**config.mk**
```make
export PLATFORM = sky130hd
export DESIGN_NAME = waveform_segment_sequencer
export DESIGN_NICKNAME = d
export VERILOG_FILES = /design/src/rtl/waveform_seq_pkg.sv /design/src/rtl/waveform_seq_table.sv /design/src/rtl/waveform_segment_sequencer.sv
export SDC_FILE = /design/constraint.sdc
export NUM_CORES = 1
export LEC_CHECK = 0
export ABC_AREA = 1
export CAP_MARGIN = 20
export CELL_PAD_IN_SITES_DETAIL_PLACEMENT = 1
export CELL_PAD_IN_SITES_GLOBAL_PLACEMENT = 1
export CORE_MARGIN = 2
export CORE_UTILIZATION = 25
export DETAILED_ROUTE_END_ITERATION = 10
export PLACE_DENSITY = 0.54
export SETUP_SLACK_MARGIN = 0.15
export SLEW_MARGIN = 5
export SYNTH_ARGS = -nofsm -noshare
export SYNTH_HDL_FRONTEND = slang
export SYNTH_SLANG_ARGS = --single-unit
```
**constraint.sdc**
```tcl
create_clock -name sample_clk -period 6.58 [get_ports sample_clk]
set_input_delay 0.987 -clock sample_clk [delete_from_list [all_inputs] [get_ports sample_clk]]
set_output_delay 0.987 -clock sample_clk [all_outputs]
set_load 0.05 [all_outputs]
```
**src/rtl/waveform_seq_pkg.sv**
```systemverilog
// Shared types and sizing for the waveform segment sequencer.
// The table entry layout is fixed by the localparams below, which match the top-level defaults.
package waveform_seq_pkg;

  localparam int ADDR_W    = 14;
  localparam int LEN_W     = ADDR_W + 1;
  localparam int REP_W     = 16;
  localparam int NUM_SEG   = 8;
  localparam int SEG_IDX_W = $clog2(NUM_SEG);

  typedef enum logic [1:0] {
    IDLE = 2'd0,
    LOAD = 2'd1,
    PLAY = 2'd2,
    DONE = 2'd3
  } seq_state_t;

  // "repeat" is a reserved word, so the field is named rpt.
  typedef struct packed {
    logic [ADDR_W-1:0] start;
    logic [LEN_W-1:0]  len;
    logic [REP_W-1:0]  rpt;
  } seg_entry_t;

endpackage

```
**src/rtl/waveform_seq_table.sv**
```systemverilog
// Segment table register file: synchronous write, combinational read.
// Reset clears every entry, so an unwritten entry reads as an end-of-list marker.
module waveform_seq_table
  import waveform_seq_pkg::*;
#(
  parameter int NUM_SEGMENTS = NUM_SEG
) (
  input  logic                            sample_clk,
  input  logic                            sample_rst,
  input  logic                            we,
  input  logic [$clog2(NUM_SEGMENTS)-1:0] wr_idx,
  input  seg_entry_t                      wr_data,
  input  logic [$clog2(NUM_SEGMENTS)-1:0] rd_idx,
  output seg_entry_t                      rd_data
);

  seg_entry_t table_q [NUM_SEGMENTS];

  always_ff @(posedge sample_clk) begin
    if (sample_rst) begin
      for (int i = 0; i < NUM_SEGMENTS; i++) table_q[i] <= '0;
    end else if (we) begin
      table_q[wr_idx] <= wr_data;
    end
  end

  // A read in the same cycle as a write to that index returns the old entry.
  assign rd_data = table_q[rd_idx];

endmodule

```
**src/rtl/waveform_segment_sequencer.sv**
```systemverilog
// Segment-based playback scheduler: walks the segment table and issues one
// buffer read address per accepted beat, with per-segment repeat, list looping and abort.
module waveform_segment_sequencer
  import waveform_seq_pkg::*;
#(
  parameter int ADDR_WIDTH   = 14,
  parameter int NUM_SEGMENTS = 8,
  parameter int REPEAT_WIDTH = 16
) (
  input  logic                            sample_clk,
  input  logic                            sample_rst,
  input  logic                            cfg_we,
  input  logic [$clog2(NUM_SEGMENTS)-1:0] cfg_idx,
  input  logic [ADDR_WIDTH-1:0]           cfg_start,
  input  logic [ADDR_WIDTH:0]             cfg_len,
  input  logic [REPEAT_WIDTH-1:0]         cfg_repeat,
  input  logic                            start,
  input  logic                            stop,
  input  logic                            loop_en,
  output logic [ADDR_WIDTH-1:0]           m_rd_addr,
  output logic                            m_rd_valid,
  input  logic                            m_rd_ready,
  output logic [$clog2(NUM_SEGMENTS)-1:0] seg_idx,
  output logic                            busy,
  output logic                            done,
  output logic                            err
);

  localparam int IDX_W = $clog2(NUM_SEGMENTS);
  localparam logic [IDX_W-1:0] LAST_SEG = IDX_W'(NUM_SEGMENTS - 1);

  seq_state_t state;
  seg_entry_t wr_entry;
  seg_entry_t rd_entry;

  logic [ADDR_WIDTH:0]     remaining;
  logic [REPEAT_WIDTH-1:0] rep;
  logic [ADDR_WIDTH-1:0]   lat_start;
  logic [ADDR_WIDTH:0]     lat_len;

  assign wr_entry = '{start: cfg_start, len: cfg_len, rpt: cfg_repeat};

  waveform_seq_table #(
    .NUM_SEGMENTS(NUM_SEGMENTS)
  ) u_table (
    .sample_clk(sample_clk),
    .sample_rst(sample_rst),
    .we        (cfg_we),
    .wr_idx    (cfg_idx),
    .wr_data   (wr_entry),
    .rd_idx    (seg_idx),
    .rd_data   (rd_entry)
  );

  // Counters and latched segment values carry no reset; they are always
  // loaded in LOAD before PLAY can consume them.
  always_ff @(posedge sample_clk) begin
    if (sample_rst) begin
      state      <= IDLE;
      seg_idx    <= '0;
      m_rd_addr  <= '0;
      m_rd_valid <= 1'b0;
      busy       <= 1'b0;
      done       <= 1'b0;
      err        <= 1'b0;
    end else begin
      done <= 1'b0;
      err  <= 1'b0;
      unique case (state)
        IDLE: begin
          if (start && !stop) begin
            state   <= LOAD;
            seg_idx <= '0;
            busy    <= 1'b1;
          end
        end

        LOAD: begin
          if (stop) begin
            state      <= IDLE;
            m_rd_valid <= 1'b0;
            busy       <= 1'b0;
          end else begin
            lat_start <= rd_entry.start;
            lat_len   <= rd_entry.len;
            m_rd_addr <= rd_entry.start;
            remaining <= rd_entry.len;
            rep       <= (rd_entry.rpt == '0) ? REPEAT_WIDTH'(1) : rd_entry.rpt;
            if (rd_entry.len == '0) begin
              if (seg_idx == '0) begin
                state <= IDLE;
                busy  <= 1'b0;
                err   <= 1'b1;
              end else if (loop_en) begin
                seg_idx <= '0;
              end else begin
                state <= DONE;
                busy  <= 1'b0;
                done  <= 1'b1;
              end
            end else begin
              state      <= PLAY;
              m_rd_valid <= 1'b1;
            end
          end
        end

        PLAY: begin
          if (stop) begin
            state      <= IDLE;
            m_rd_valid <= 1'b0;
            busy       <= 1'b0;
          end else if (m_rd_ready) begin
            if (remaining > (ADDR_WIDTH+1)'(1)) begin
              m_rd_addr <= m_rd_addr + 1'b1;
              remaining <= remaining - 1'b1;
            end else if (rep > REPEAT_WIDTH'(1)) begin
              rep       <= rep - 1'b1;
              m_rd_addr <= lat_start;
              remaining <= lat_len;
            end else begin
              m_rd_valid <= 1'b0;
              if (seg_idx == LAST_SEG) begin
                if (loop_en) begin
                  seg_idx <= '0;
                  state   <= LOAD;
                end else begin
                  state <= DONE;
                  busy  <= 1'b0;
                  done  <= 1'b1;
                end
              end else begin
                seg_idx <= seg_idx + 1'b1;
                state   <= LOAD;
              end
            end
          end
        end

        DONE: begin
          state <= IDLE;
        end

        default: state <= IDLE;
      endcase
    end
  end

endmodule
```
Word level (Yosys, flattened, before mapping). Memory sizes are Yosys's and may differ from the RTL's. A register that Yosys moved wholly into a read port is not among the register bits. Index checks and enable logic that the tools add are counted.

Flip-flop bits (word level): 83. Bits in latches: 0. Bits in writable memories: 360. Memory bits (read-only): 0. Bits of input ports: 55. Word-level logic and storage cells: 142. Memories: 1.

Add/sub/neg operators: 4. Multipliers: 0. Divide/modulo/power cells: 0. $lt $le $gt $ge: 2. Equality and inequality tests: 21. Shift operators: 0. Mux-type cells: 81. Bitwise logic cells: 4. Reductions and logical operators: 18.

Memories: u_table.table_q (words 8, bits a word 45, read ports 1, clocked after memory_dff 1, write ports 8, RTL line waveform_seq_table.sv:17) `seg_entry_t table_q [NUM_SEGMENTS];`.

Operator list (count): $mux W16 (6); $mux W15 (5); $mux W14 (5); $mux W45 (1); $reduce_or A45 Y1 (1); $mux W3 (13); $mux W1 (32); $pmux W16 S2 (1); $pmux W15 S2 (1); $pmux W14 S2 (1); $mux W2 (11); $ne A3 B3 Y1 const B (7); $ne A2 B2 Y1 const B (9); $gt A16 B1 Y1 const B (1); $logic_not A16 Y1 (1); $sub A16 B1 Y16 const B (1); $gt A15 B1 Y1 const B (1); $logic_not A15 Y1 (1); $reduce_and A5 Y1 (3); $sub A15 B1 Y15 const B (1); $add A14 B1 Y14 const B (1); $reduce_and A7 Y1 (2); $pmux W3 S3 (1); $reduce_and A9 Y1 (1); 18 further kinds (23).

Longest topological paths before layout. Gate-level depths: netlist of run 1.

Word-level depth: 9. Mapped depth: 17. Gate-level depth less buffers: 15.

By module. Synthesis of run 1 repeated with hierarchy kept, for this count alone.

Cell total of the unflattened synthesis: 2656. Area total of the unflattened synthesis: 22586.7 um^2.

By module, submodules not included: waveform_seq_table (instances 1, cells an instance 2020, area an instance 17615.6 um^2, sequential area each 10810.4 um^2); waveform_segment_sequencer (instances 1, cells an instance 636, area an instance 4971.0 um^2, sequential area each 2262.2 um^2).

Worst setup path before layout of run 1. No wires, ideal clock.

Kind: input to register. Start: in sample_rst. End: reg rep[0] (enable). Data arrival time: 2899 ps. Path slack: 3251 ps. Cell stages on the path: 3. Buffers on the path: 0. Cell sequence: nor2_1 inv_1 nor4_1.

Word-level cells in the longest chain between the ends: 2.

Ends and longest elaborated chain: start: declaration (RTL line waveform_segment_sequencer.sv:11) `input logic sample_rst,`; $not A1 Y1 (no line); $reduce_and A7 Y1 (no line); end signal: assignment (RTL line waveform_segment_sequencer.sv:88) `rep <= (rd_entry.rpt == '0) ? REPEAT_WIDTH'(1) : rd_entry.rpt;`; end signal: assignment (RTL line waveform_segment_sequencer.sv:118) `rep <= rep - 1'b1;`; end: declaration (RTL line waveform_segment_sequencer.sv:37) `logic [REPEAT_WIDTH-1:0] rep;`.

Every way passes these cells. A chain may end at the register's enable or synchronous reset.

Final worst setup path of run 1.
Start: reg state[0]. End: reg remaining[5] (enable).

Word-level cells in the longest chain between the ends: 3. Elaborated cells between the ends (all ways): 8. Classes of those cells: eq/ne (6); reduce/logical (2).

Ends and longest elaborated chain: start: declaration (RTL line waveform_segment_sequencer.sv:32) `seq_state_t state;`; start signal: assignment (RTL line waveform_segment_sequencer.sv:59) `state <= IDLE;`; start signal: assignment (RTL line waveform_segment_sequencer.sv:72) `state <= LOAD;`; start signal: assignment (RTL line waveform_segment_sequencer.sv:80) `state <= IDLE;`; $eq A2 B2 Y1 / $eq A2 B1 Y1 (equally long branches) (RTL line waveform_segment_sequencer.sv:69) `unique case (state)`; $ne A3 B3 Y1 (no line) (tied with other cells); $reduce_and A6 Y1 (no line) (*); end signal: assignment (RTL line waveform_segment_sequencer.sv:87) `remaining <= rd_entry.len;`; end signal: assignment (RTL line waveform_segment_sequencer.sv:116) `remaining <= remaining - 1'b1;`; end signal: assignment (RTL line waveform_segment_sequencer.sv:120) `remaining <= lat_len;`; end: declaration (RTL line waveform_segment_sequencer.sv:36) `logic [ADDR_WIDTH:0] remaining;`.

Mark *: on every way between the ends. The rest lies on a longest branch, timed or not.

==> impl_metrics.toml, run 1 <==
[outcome]
status = "finished clean"

[routing]
drt_iter0_markers = 930
via_per_inst = 4.67
wl_per_cell_um = 20.2
drt-total-wl_um = 66900
vias = 15500
firstDrtPassIters = 5
drc = 0
antenna_left = 0

[global_route]
grt_use_met2 = 0.266
grt_busiest_layer = "met2"
grt_pass1_vias = 16300
gr-usage-met1 = 0.209
grtUsageTotal = 0.156
antenna_found_initial = 1
grt_pass1_wl_um = 102000
grt_max_degree = 124
grt_util_met3 = 0.0201
overflow = 0

[floorplan]
dieArea_um2 = 85300
pin_count = 76
die_y_um = 292
start_util = 0.253
core-area_um2 = 82100
die_w_um = 292
rows = 105

[sta]
layout_setup_ws_ns = 2.75
period_share = 0.582
worstMarginPinSlew_ns = 1.01
drv_slew = 0
finalSetupViolations = 0
max_freq_mhz = 261
fin_setup_tns_ns = 0
rsz0062_at_grt = "no"
hold_viol_final = 0
fin_crit_ns = 3.83
slew_headroom = 0.327
finClkSkew_ns = 0.0128

[critical_path]
crit_required_ns = 6.87
endpoint_kind = "register"
setup.worst_path.class = "register to register"
slowest_delay_ns = 0.68
cp_max_fo = 65
cpMostUsedCell = "buf_4"
worst-r2r-cell-count = 12
cp-start-kind = "register"
critPathSlowestCell = "inv_1"
critical_path.cell_chain = "inv_1 > ha_2 > buf_4 > inv_1 > buf_4 > a21oi_1 > nor2_1 > a21boi_1 > buf_4 > clkinv_1 > nor2_1 > buf_4"
arrival_ns = 4.12

[cts]
cts_tree = "built"
clk_path_buf_depth = 3
post_cts_buffers = 0
clk_pin_slew_worst_paths_ns = 0.06
cts_root_buf = "clkbuf_16"
cts_resized = 0
h-tree-depth = 2
clock-sinks = 446
hold_buffers = 0
clk_latency_ns = 0.60
cts_buffers = 54

[power]
power_density_nw_per_um2 = 368
leakagePower_uw = 0.00936
ir_drop_v = 0.000205

[finish]
drive_gt1_frac = 0.0629
area_delta_synth_final_pct = 17.5
final_common_cell = "nor2_1"
nets = 2266
diodes = 0
most-common-layout-cells = "nor2_1 (557), edfxtp_1 (420), nand2_1 (295), inv_1 (197), o21ai_0 (188)"

[synthesis]
synth_seq_cells = 446
yosysSeqAreaShare = 0.633
ys_types = 42
syn_avg_cell_area_um2 = 9.65
syn_inst = 2151
synth_edf_count = 420
synthesis.area_um2 = 20700
syn_nets = 2218
synthFlopType = "edfxtp_1"
ys_async_sr_fraction = 0
yosys_warnings = 0

[place]
portBuffers = 75
pre_cts_ws_ns = 2.31
dp_hpwl_um = 42000
gp_congestion = 0.785

[min_path]
hp-class = "register to register"
hold_path_depth = 2

[run]
cap_violations = 0
-- path summary, 6_finish.rpt --
path | slack (ns) | to | startpoint
max | 2.75 | remaining[5] | state[0]
min | 0.47 | m_rd_valid | m_rd_valid
max reg2reg | 2.75 | remaining[5] | state[0]
min reg2reg | 0.47 | m_rd_valid | m_rd_valid
-- layer usage --
layer	share of wire	vias to the layer above
met2	0.48	280
met3	0.039	74
li1	-	7310
met1	0.47	7807
met4	0.019	2
met5	0.00019	-
-- cells by family after synthesis --
group | after synthesis | share of synthesized area
AND/OR/NAND/NOR | 997 | 0.190
buffers and inverters | 323 | 0.0666
XOR/XNOR | 26 | 0.0110
flip-flops | 446 | 0.633
AO/OA/AOI/OAI | 347 | 0.0920
adder cells (fa/ha/maj) | 12 | 0.00724
-- metrics by stage --
| stage | cells | instance area [um^2] | util | total power [uW] | hold slack (ns) |
|---|---|---|---|---|---|
| 2_1_floorplan | 2151 | 20700 | - | 5150 | 0.497 |
| 3_3_place_gp | 3211 | 22600 | 0.275 | 6000 | 0.458 |
| 3_5_place_dp | 3213 | 22600 | 0.275 | 6040 | 0.460 |
| 4_1_cts | 3313 | 24400 | 0.297 | 9070 | 0.471 |
| 5_1_grt | 3313 | 24400 | 0.297 | 9420 | 0.512 |
| 6_report | 3313 | 24400 | 0.297 | 8960 | 0.471 |
-- power breakdown --
part | internal (uW) | switching [uW]
clock network | 1800 | 1210
registers | 3480 | 215
logic | 635 | 1630
total | 5910 | 3050
-- state kept, by name, summed over array words and instances, names as in the netlist, named ones only --
register / cells
m_rd_addr: 14
m_rd_valid: 1
err: 1
busy: 1
seg_idx: 3
done: 1
state: 2
lat_len: 15
u_table.table_q: 360
remaining: 15
lat_start: 14
rep: 16
-- final cells by class --
cell class              count  area, um^2
multi-input cells        1382        6280
repair buffers            113        1090
clock inverters            24         238
fillers                  9279       57700
flip-flops and latches    446       13100
clock buffers              76        1520
well taps                1070        1340
inverters                 202         761
-- cell usage after synthesis (4+ instances only) --
cell type	count	area (um^2)
o211ai_1	13	97.6
clkbuf_1	69	259
nand2_1	311	1170
o22ai_1	52	325
buf_6	13	146
dfxtp_1	26	521
nor4_1	5	31.3
buf_2	25	125
nand3_1	92	460
buf_1	4	15.0
nor3_1	12	60.1
o21a_1	7	52.6
o21ai_0	188	941
o221ai_1	8	70.1
inv_1	199	747
nor2_1	558	2090
xnor2_1	8	70.1
o21ai_1	10	50.1
nand4_1	11	68.8
a21oi_1	58	290
buf_4	10	75.1
edfxtp_1	420	12600
ha_1	12	150
a31oi_1	4	25.0
xor2_1	18	158
-- critical path: cells and delay by family (launching register included) --
kind / cells / cell delay (ns)
buffers and inverters: 7 / 2.29
flip-flops: 1 / 0.36
AO/OA/AOI/OAI: 2 / 0.34
AND/OR/NAND/NOR: 2 / 0.28
adder cells (fa/ha/maj): 1 / 0.18
No activity file was read; power rests on OpenSTA's default activity.
==> run 2, diff against run 1 <==
PLACE_DENSITY = 0.56   (was 0.54)
clock period = 3.3 ns   (was 6.58 ns; I/O delays follow)
==> run 2 against run 1 <==
  * Critical path depth fell by 3
  * Via count up 0.30%
  * Highest routed layer is now met4
  * Critical endpoint is now m_rd_addr[2]
  * Clock power rose by 92%
  * First-iteration DRC count grew 2.0%
  * Sequential power increased by 96%
  * Flip-flop and latch count did not move
  * Utilization rose by 0.12 points
==> impl_metrics.toml, run 2 (synthesis results as in run 1) <==
[sta]
drv_slew = 0
finalSetupViolations = 0
layout_setup_ws_ns = 0.583
fin_crit_ns = 2.72
finClkSkew_ns = 0.0306
slew_headroom = 0.422
worstMarginPinSlew_ns = 0.866
max_freq_mhz = 368
period_share = 0.823
fin_setup_tns_ns = 0
hold_viol_final = 0
rsz0062_at_grt = "no"

[finish]
most-common-layout-cells = "nor2_1 (557), edfxtp_1 (420), nand2_1 (295), inv_1 (197), o21ai_0 (188)"
largest_reg_flops = 360
regMostFlops = "u_table.table_q"
final_common_cell = "nor2_1"
area_delta_synth_final_pct = 17.9
fin_cells = 3319
fill_cells = 9280
top_regs = "u_table.table_q x360, rep x16"
nets = 2273
drive_gt1_frac = 0.0668

[global_route]
grt_pass1_vias = 16500
antenna_found_initial = 0
grt_pass1_wl_um = 102000
grt_max_degree = 129
overflow = 0
grtUsageTotal = 0.156

[critical_path]
critical_path.cell_chain = "inv_6 > buf_4 > buf_4 > o21ai_0 > o22ai_1 > nor2_1 > a31oi_1 > a21oi_1 > a21oi_1"
setup.worst_path.class = "register to register"
slowest_delay_ns = 0.56
cp.depth = 9
crit_required_ns = 3.82
critPathSlowestCell = "buf_4"
rrSetupSlack_ns = 0.58
path_buf_inv = 3
cp-start-kind = "register"
endpoint_kind = "register"
cp_max_fo = 64
worst-r2r-cell-count = 9
critPathTopFamily = "buffers and inverters"
arrival_ns = 3.24
r2r-end = "m_rd_addr[2]"

[cts]
h-tree-depth = 2
clk_path_buf_depth = 3
clk_pin_slew_worst_paths_ns = 0.07
cts_buffers = 51
cts_tree = "built"
clk_latency_ns = 0.60
clock-sinks = 446
cts_root_buf = "clkbuf_16"
hold_buffers = 0

[routing]
drt-total-wl_um = 66600
drc = 0
antenna_left = 0
drt_iter0_markers = 949
vias = 15500
via_per_inst = 4.68
firstDrtPassIters = 5
wl_per_cell_um = 20.1

[run]
cap_violations = 0

[place]
dp.cells = 3223
pre_cts_ws_ns = 0.433
dp_hpwl_um = 38200
portBuffers = 75
gp_congestion = 0.745

[power]
pwr-share-clk = 0.329
power_density_nw_per_um2 = 715
leakagePower_uw = 0.00939
p_seq_frac = 0.415
ir_drop_v = 0.000372
swShare = 0.334
intPower_uw = 11600
p_sw_uw = 5850
combPwrFrac = 0.256

[min_path]
hold_path_end = "m_rd_valid"
hold_path_depth = 2
hold_path.startpoint = "m_rd_valid"
hp-class = "register to register"

[floorplan]
die_y_um = 292
core-area_um2 = 82100
die_w_um = 292
start_util = 0.253
dieArea_um2 = 85300
pin_count = 76
rows = 105

[outcome]
status = "finished clean"
## run 2: cell types whose count changed in the layout (fill, tap and decap cells not counted), sizes merged
cell	previous run	this run
clkbuf	76	63
clkinv	19	17
buf	38	48
clkinvlp	0	2
inv	202	207
bufinv	5	7
diode	0	2
## run 2: tightest hold or removal path: stages (launching register included)
cell,delay [ns]
dfxtp_1,0.32
nand2_1,0.06
a21oi_1,0.05
## run 2: routing by layer
metal / global-route usage / vias up / part of all wire
met5: 0 / - / 0
met4: 0.0392 / 0 / 0.019
met3: 0.0215 / 79 / 0.039
met2: 0.274 / 267 / 0.50
met1: 0.200 / 7855 / 0.44
li1: - / 7318 / -
## run 2: power groups by stage
stage	registers, uW	clock network (uW)	logic [uW]
after floorplan	7510	0	2770
after global placement	7340	0	4430
after detailed placement	7380	0	4540
after CTS	7260	5900	4570
after global routing	7320	6100	5030
final	7260	5750	4490
## run 2: layout make-up
class                           instances  area (um^2)  area share
Tap cell                             1070         1340      0.0547
Antenna cell                            2         5.00    0.000205
Clock inverter                         31          342      0.0140
Multi-Input combinational cell       1382         6290       0.257
Inverter                              202          763      0.0312
Clock buffer                           63         1320      0.0540
Sequential cell                       446        13100       0.537
Timing Repair Buffer                  123         1260      0.0516
## run 2: how the worst max path moves through the flow
stage / startpoint / endpoint / slack [ns]
2_1_floorplan: state[0] / remaining[0] / 0.61
3_3_place_gp: m_rd_ready / remaining[0] / 0.45
3_5_place_dp: register / m_rd_addr[2] / 0.43
4_1_cts: register / m_rd_addr[2] / 0.44
5_1_grt: register / m_rd_addr[2] / 0.31
6_report: register / m_rd_addr[2] / 0.58
## run 2: stage by stage
stage | area, um^2 | utilization | total power [uW] | hold WS, ns
detailed placement | 22800 | 0.278 | 11900 | 0.468
finish | 24500 | 0.298 | 17500 | 0.473
global route | 24500 | 0.298 | 18500 | 0.501
floorplan | 20800 | - | 10300 | 0.497
CTS | 24500 | 0.298 | 17700 | 0.479
global placement | 22800 | 0.278 | 11800 | 0.458
## run 2: what timing repair did
| action | 4_1_cts | 5_1_grt |
|---|---|---|
| endpoints found under the setup margin | 0 | 1 |
| hold endpoints to repair | 0 | 0 |
| setup buffers | 0 | 0 |
| resized for setup | 0 | 1 |
==> run 3, diff against run 2 <==
clock period = 2.4 ns   (was 3.3 ns; I/O delays follow)
==> run 3 against run 2 <==
  * Final cell count grew 2.9%
  * Critical path depth up 7
  * Flip-flop and latch count unchanged
  * Largest power group unchanged
==> impl_metrics.toml, run 3 (synthesis results as in run 1) <==
[outcome]
status = "finished clean"

[finish]
top_regs = "u_table.table_q x360, rep x16"
largest_reg_flops = 360
area_delta_synth_final_pct = 26.2
drive_gt1_frac = 0.136
most-common-layout-cells = "nor2_1 (549), edfxtp_1 (420), nand2_1 (261), inv_1 (195), o21ai_0 (182)"
diodes = 0
nets = 2370
final_common_cell = "nor2_1"
regMostFlops = "u_table.table_q"

[global_route]
overflow = 0
grt_pass1_wl_um = 105000
grtUsageTotal = 0.160
grt_max_degree = 48
antenna_found_initial = 0
grt_pass1_vias = 17100

[critical_path]
worst-r2r-cell-count = 16
slowest_delay_ns = 0.49
endpoint_kind = "register"
cp-start-kind = "register"
cpMostUsedCell = "nand2_1"
arrival_ns = 2.71
critPathSlowestCell = "dfxtp_4"
rrSetupSlack_ns = 0.16
critical_path.cell_chain = "clkinv_8 > clkbuf_16 > nand2_1 > nand2_1 > nand2_1 > nand3_2 > nand2_2 > nand2_1 > nor2_1 > nand2_1 > nor2_4 > inv_2 > nand2_4 > nand2_4 > nand2_4 > a21oi_4"
setup.worst_path.class = "register to register"
crit_required_ns = 2.87
cp_max_fo = 6

[cts]
cts_tree = "built"
h-tree-depth = 2
clk_latency_ns = 0.60
clk_path_buf_depth = 3
clock-sinks = 446
cts_root_buf = "clkbuf_16"
cts_buffers = 51
clk_pin_slew_worst_paths_ns = 0.06

[floorplan]
die_y_um = 292
rows = 105
die_w_um = 292
start_util = 0.253
core-area_um2 = 82100
pin_count = 76
dieArea_um2 = 85300

[sta]
fin_setup_tns_ns = 0
slew_headroom = 0.644
fin_crit_ns = 2.24
worstMarginPinSlew_ns = 0.536
rsz0062_at_grt = "yes"
finalSetupViolations = 0
hold_viol_final = 0
max_freq_mhz = 446
drv_slew = 0
finClkSkew_ns = 0.0207
hold_slack_ns = 0.460
period_share = 0.935

[routing]
via_per_inst = 4.73
drt_iter0_markers = 1172
antenna_left = 0
wl_per_cell_um = 20.7
drt-total-wl_um = 70500
firstDrtPassIters = 5
vias = 16100
drc = 0

[min_path]
hp-class = "register to register"

[power]
power_density_nw_per_um2 = 991
ir_drop_v = 0.000495
leakagePower_uw = 0.0103

[run]
cap_violations = 0

[place]
portBuffers = 75
gp_congestion = 0.789
dp_hpwl_um = 42300
==> run 3: cell count changes in the layout (fill, tap and decap cells not counted), sizes merged <==
cell,change
clkbuf,+9
clkinv,+7
dlymetal6s2s,+1
diode,-2
dlygate4sd2,+16
buf,+86
clkinvlp,+1
inv,-6
clkdlybuf4s50,-17
==> run 3: layout make-up <==
cell class                      instances  area [um^2]
Clock buffer                           62         1360
Clock inverter                         32          329
Fill cell                            9209        55900
Inverter                              202          772
Multi-Input combinational cell       1382         6580
Sequential cell                       446        13100
Tap cell                             1070         1340
Timing Repair Buffer                  219         2660
Timing Repair inverter                  1         8.76
==> run 3: what timing repair did <==
action	4_1_cts	5_1_grt
resized for setup	32	94
cloned	4	12
pin swaps	5	25
setup buffers	10	22
hold buffers	0	0
setup endpoints to repair	31	57
==> run 3: how the worst min path moves through the flow <==
stage                 end  cells after the start       start  slack, ns
2_1_floorplan        busy                      1  sample_rst       0.43
3_3_place_gp   m_rd_valid                      2  m_rd_valid       0.45
3_5_place_dp   m_rd_valid                      2  m_rd_valid       0.46
4_1_cts              done                      2     loop_en       0.45
5_1_grt        m_rd_valid                      2  m_rd_valid       0.49
6_report       m_rd_valid                      2  m_rd_valid       0.46
==> run 3: per-stage QoR <==
step / cell area [um^2] / total power, uW / setup slack (ns) / cells / util
floorplan: 20800 / 14200 / 0.205 / 2151 / -
global placement: 23500 / 16800 / -0.0226 / 3272 / 0.286
detailed placement: 23500 / 17000 / -0.0280 / 3272 / 0.286
CTS: 25400 / 25300 / 0.0914 / 3380 / 0.310
global route: 26200 / 27300 / 0.00297 / 3414 / 0.319
finish: 26200 / 26000 / 0.156 / 3414 / 0.319
==> run 3: worst max-delay path: cells and delay by family (launching register included) <==
kind | cells | cell delay [ns]
DFF | 1 | 0.49
buffers and inverters | 3 | 0.41
AOI/OAI and AO/OA | 1 | 0.07
and+or+nand+nor | 12 | 1.14
==> run 3: power breakdown <==
| part | switching [uW] | internal (uW) | total [uW] |
|---|---|---|---|
| clock network | 3250 | 4760 | 8010 |
| registers | 468 | 9540 | 10000 |
| logic | 5060 | 2880 | 7930 |
| total | 8780 | 17200 | 26000 |
==> run 3: layer usage <==
layer  up-vias  wire length (um)  track usage  part of all wire
met5         -                 0            0                 0
met4         0              1630       0.0412             0.023
met3        93              2680       0.0215             0.038
met2       329             33700        0.270              0.48
met1      8195             32500        0.215              0.46
li1       7520                 -            -                 -
==> edit: new RTL, config.mk and constraints of run 3 <==
Put one more register stage on the output `seg_idx`, without a reset. The value now appears one clock later. The other outputs are not delayed to match.
--- a/src/rtl/waveform_segment_sequencer.sv
+++ b/src/rtl/waveform_segment_sequencer.sv
@@ -29,6 +29,8 @@
   localparam int IDX_W = $clog2(NUM_SEGMENTS);
   localparam logic [IDX_W-1:0] LAST_SEG = IDX_W'(NUM_SEGMENTS - 1);
 
+  logic [$clog2(NUM_SEGMENTS)-1:0] seg_idx_s0;
+
   seq_state_t state;
   seg_entry_t wr_entry;
   seg_entry_t rd_entry;
@@ -48,7 +50,7 @@
     .we        (cfg_we),
     .wr_idx    (cfg_idx),
     .wr_data   (wr_entry),
-    .rd_idx    (seg_idx),
+    .rd_idx    (seg_idx_s0),
     .rd_data   (rd_entry)
   );
 
@@ -57,7 +59,7 @@
   always_ff @(posedge sample_clk) begin
     if (sample_rst) begin
       state      <= IDLE;
-      seg_idx    <= '0;
+      seg_idx_s0 <= '0;
       m_rd_addr  <= '0;
       m_rd_valid <= 1'b0;
       busy       <= 1'b0;
@@ -70,7 +72,7 @@
         IDLE: begin
           if (start && !stop) begin
             state   <= LOAD;
-            seg_idx <= '0;
+            seg_idx_s0 <= '0;
             busy    <= 1'b1;
           end
         end
@@ -87,12 +89,12 @@
             remaining <= rd_entry.len;
             rep       <= (rd_entry.rpt == '0) ? REPEAT_WIDTH'(1) : rd_entry.rpt;
             if (rd_entry.len == '0) begin
-              if (seg_idx == '0) begin
+              if (seg_idx_s0 == '0) begin
                 state <= IDLE;
                 busy  <= 1'b0;
                 err   <= 1'b1;
               end else if (loop_en) begin
-                seg_idx <= '0;
+                seg_idx_s0 <= '0;
               end else begin
                 state <= DONE;
                 busy  <= 1'b0;
@@ -120,9 +122,9 @@
               remaining <= lat_len;
             end else begin
               m_rd_valid <= 1'b0;
-              if (seg_idx == LAST_SEG) begin
+              if (seg_idx_s0 == LAST_SEG) begin
                 if (loop_en) begin
-                  seg_idx <= '0;
+                  seg_idx_s0 <= '0;
                   state   <= LOAD;
                 end else begin
                   state <= DONE;
@@ -130,7 +132,7 @@
                   done  <= 1'b1;
                 end
               end else begin
-                seg_idx <= seg_idx + 1'b1;
+                seg_idx_s0 <= seg_idx_s0 + 1'b1;
                 state   <= LOAD;
               end
             end
@@ -146,4 +148,8 @@
     end
   end
 
+  always_ff @(posedge sample_clk) begin
+    seg_idx <= seg_idx_s0;
+  end
+
 endmodule
Function: changed (a bounded check fails within 4 cycles, from zero or initial values and one cycle with sample_rst high).
==> edit against run 3 <==
Clock power is 3.6% lower. Count of clock-buffer cells in the layout is 3 higher. Non-clock buffer count is 5 lower. Clock skew is 0.0030 ns lower. Maximum frequency is 1.7% higher. Final area is 1.0% higher. Wire length is 0.24% higher. Final cell count is 3.0% higher. Critical path depth is 2 higher. Synthesized area is 1.9% higher. Setup slack better by 0.038 ns. Sequential cell count is 3 higher. Power is 0.25% lower.
==> edit: results (changes against run 3) <==
status: "finished clean"
relSlewSlack: 0.6616  # +0.01743
synthesis.nets: 2265  # +2.1%
grt_max_degree: 55  # +15%
grt.met3_usage: 0.02918  # +0.007643
fin_worst_skew_ns: 0.01766  # -0.003009 ns
wl_met3_um: 3768  # +41%
hpwlAfterDp_um: 45000  # +6.3%
max_stage_delay_ns: 0.41  # -0.08 ns
vdd_drop_max_uv: 563.2  # +14%
fmax_mhz: 453.4  # +1.7%
synth_cell_types: 47  # +12%
p_leak_uw: 0.01034  # +0.75%
synth.area.top_cells: "edfxtp_1 60%, nor2_1 10%, nand2_1 5.8%"
placed_area_um2: 24030  # +2.4%
antenna_found_initial: 1  # +1
grt_pass1_vias: 17220  # +0.90%
grt_first_pass_wirelength_um: 104900  # +0.11%
use_met1: 0.2132  # -0.001810
grt_use_total: 0.1595  # -0.0003471
postSynthAreaPerCell_um2: 9.623  # -0.24%
place_inst: 3399  # +3.9%
critPathMaxFanout: 15  # +9
synth_common_cells: "569 x nor2_1, 420 x edfxtp_1, 329 x nand2_1"
gp_congestion: 0.7955  # +0.85%
seq_area_frac_synth: 0.6238  # -0.009218
final_nets: 2411  # +1.7%
wirelength_met1_um: 32350  # -0.48%
stdcell_count: 3517  # +3.0%
## edit: cell types whose count changed after synthesis, sizes merged, moves of 8 or more
cell / before / now
inv: 201 / 209
o22ai: 52 / 43
o21ai: 199 / 209
a21oi: 59 / 34
o221ai: 8 / 19
nand2: 312 / 334
nor2: 559 / 573
## edit: power breakdown
part | switching (uW) | internal (uW) | total [uW] | leakage, uW
registers | 473 | 9610 | 10100 | 0.00424
logic | 5210 | 2870 | 8080 | 0.00531
clock network | 3230 | 4490 | 7720 | 0.000786
total | 8910 | 17000 | 25900 | 0.0103
## edit: final cells by class
cell class,count,area [um^2]
well taps,1134,1419
inverters,210,818.3
fillers,9432,57230
clock buffers,65,1350
repair buffers,214,2521
flip-flops and latches,449,13200
repair inverters,2,32.53
clock inverters,27,259.0
multi-input cells,1416,6855
## edit: worst max-delay path: cells and delay by family, from the launching register on
kind,cells,cell delay (ns)
AND/OR/NAND/NOR,14,1.12
flip-flops,1,0.41
buffers and inverters,4,0.54
## edit: worst paths after layout
check                                    from  slack [ns]    endpoint  cells after the start
worst max-delay path                 register        0.19    state[1]                     18
worst min-delay path            seg_idx_s0[2]        0.38  seg_idx[2]                      0
worst max register to register       register        0.19    state[1]                     18
worst min register to register  seg_idx_s0[2]        0.38  seg_idx[2]                      0
## edit: repair_timing
item / in CTS / in global routing
pin swaps: 7 / 40
resized for setup: 38 / 112
cloned: 5 / 5
setup endpoints to repair: 23 / 51
setup buffers: 5 / 11
## edit: logic make-up after synthesis
kind of cell	synth area share
buf+inv	0.07081
simple gates	0.1932
fa+ha+maj	0.007099
flops	0.6238
mux	0.001893
compound gates	0.09205
xor+xnor	0.01118
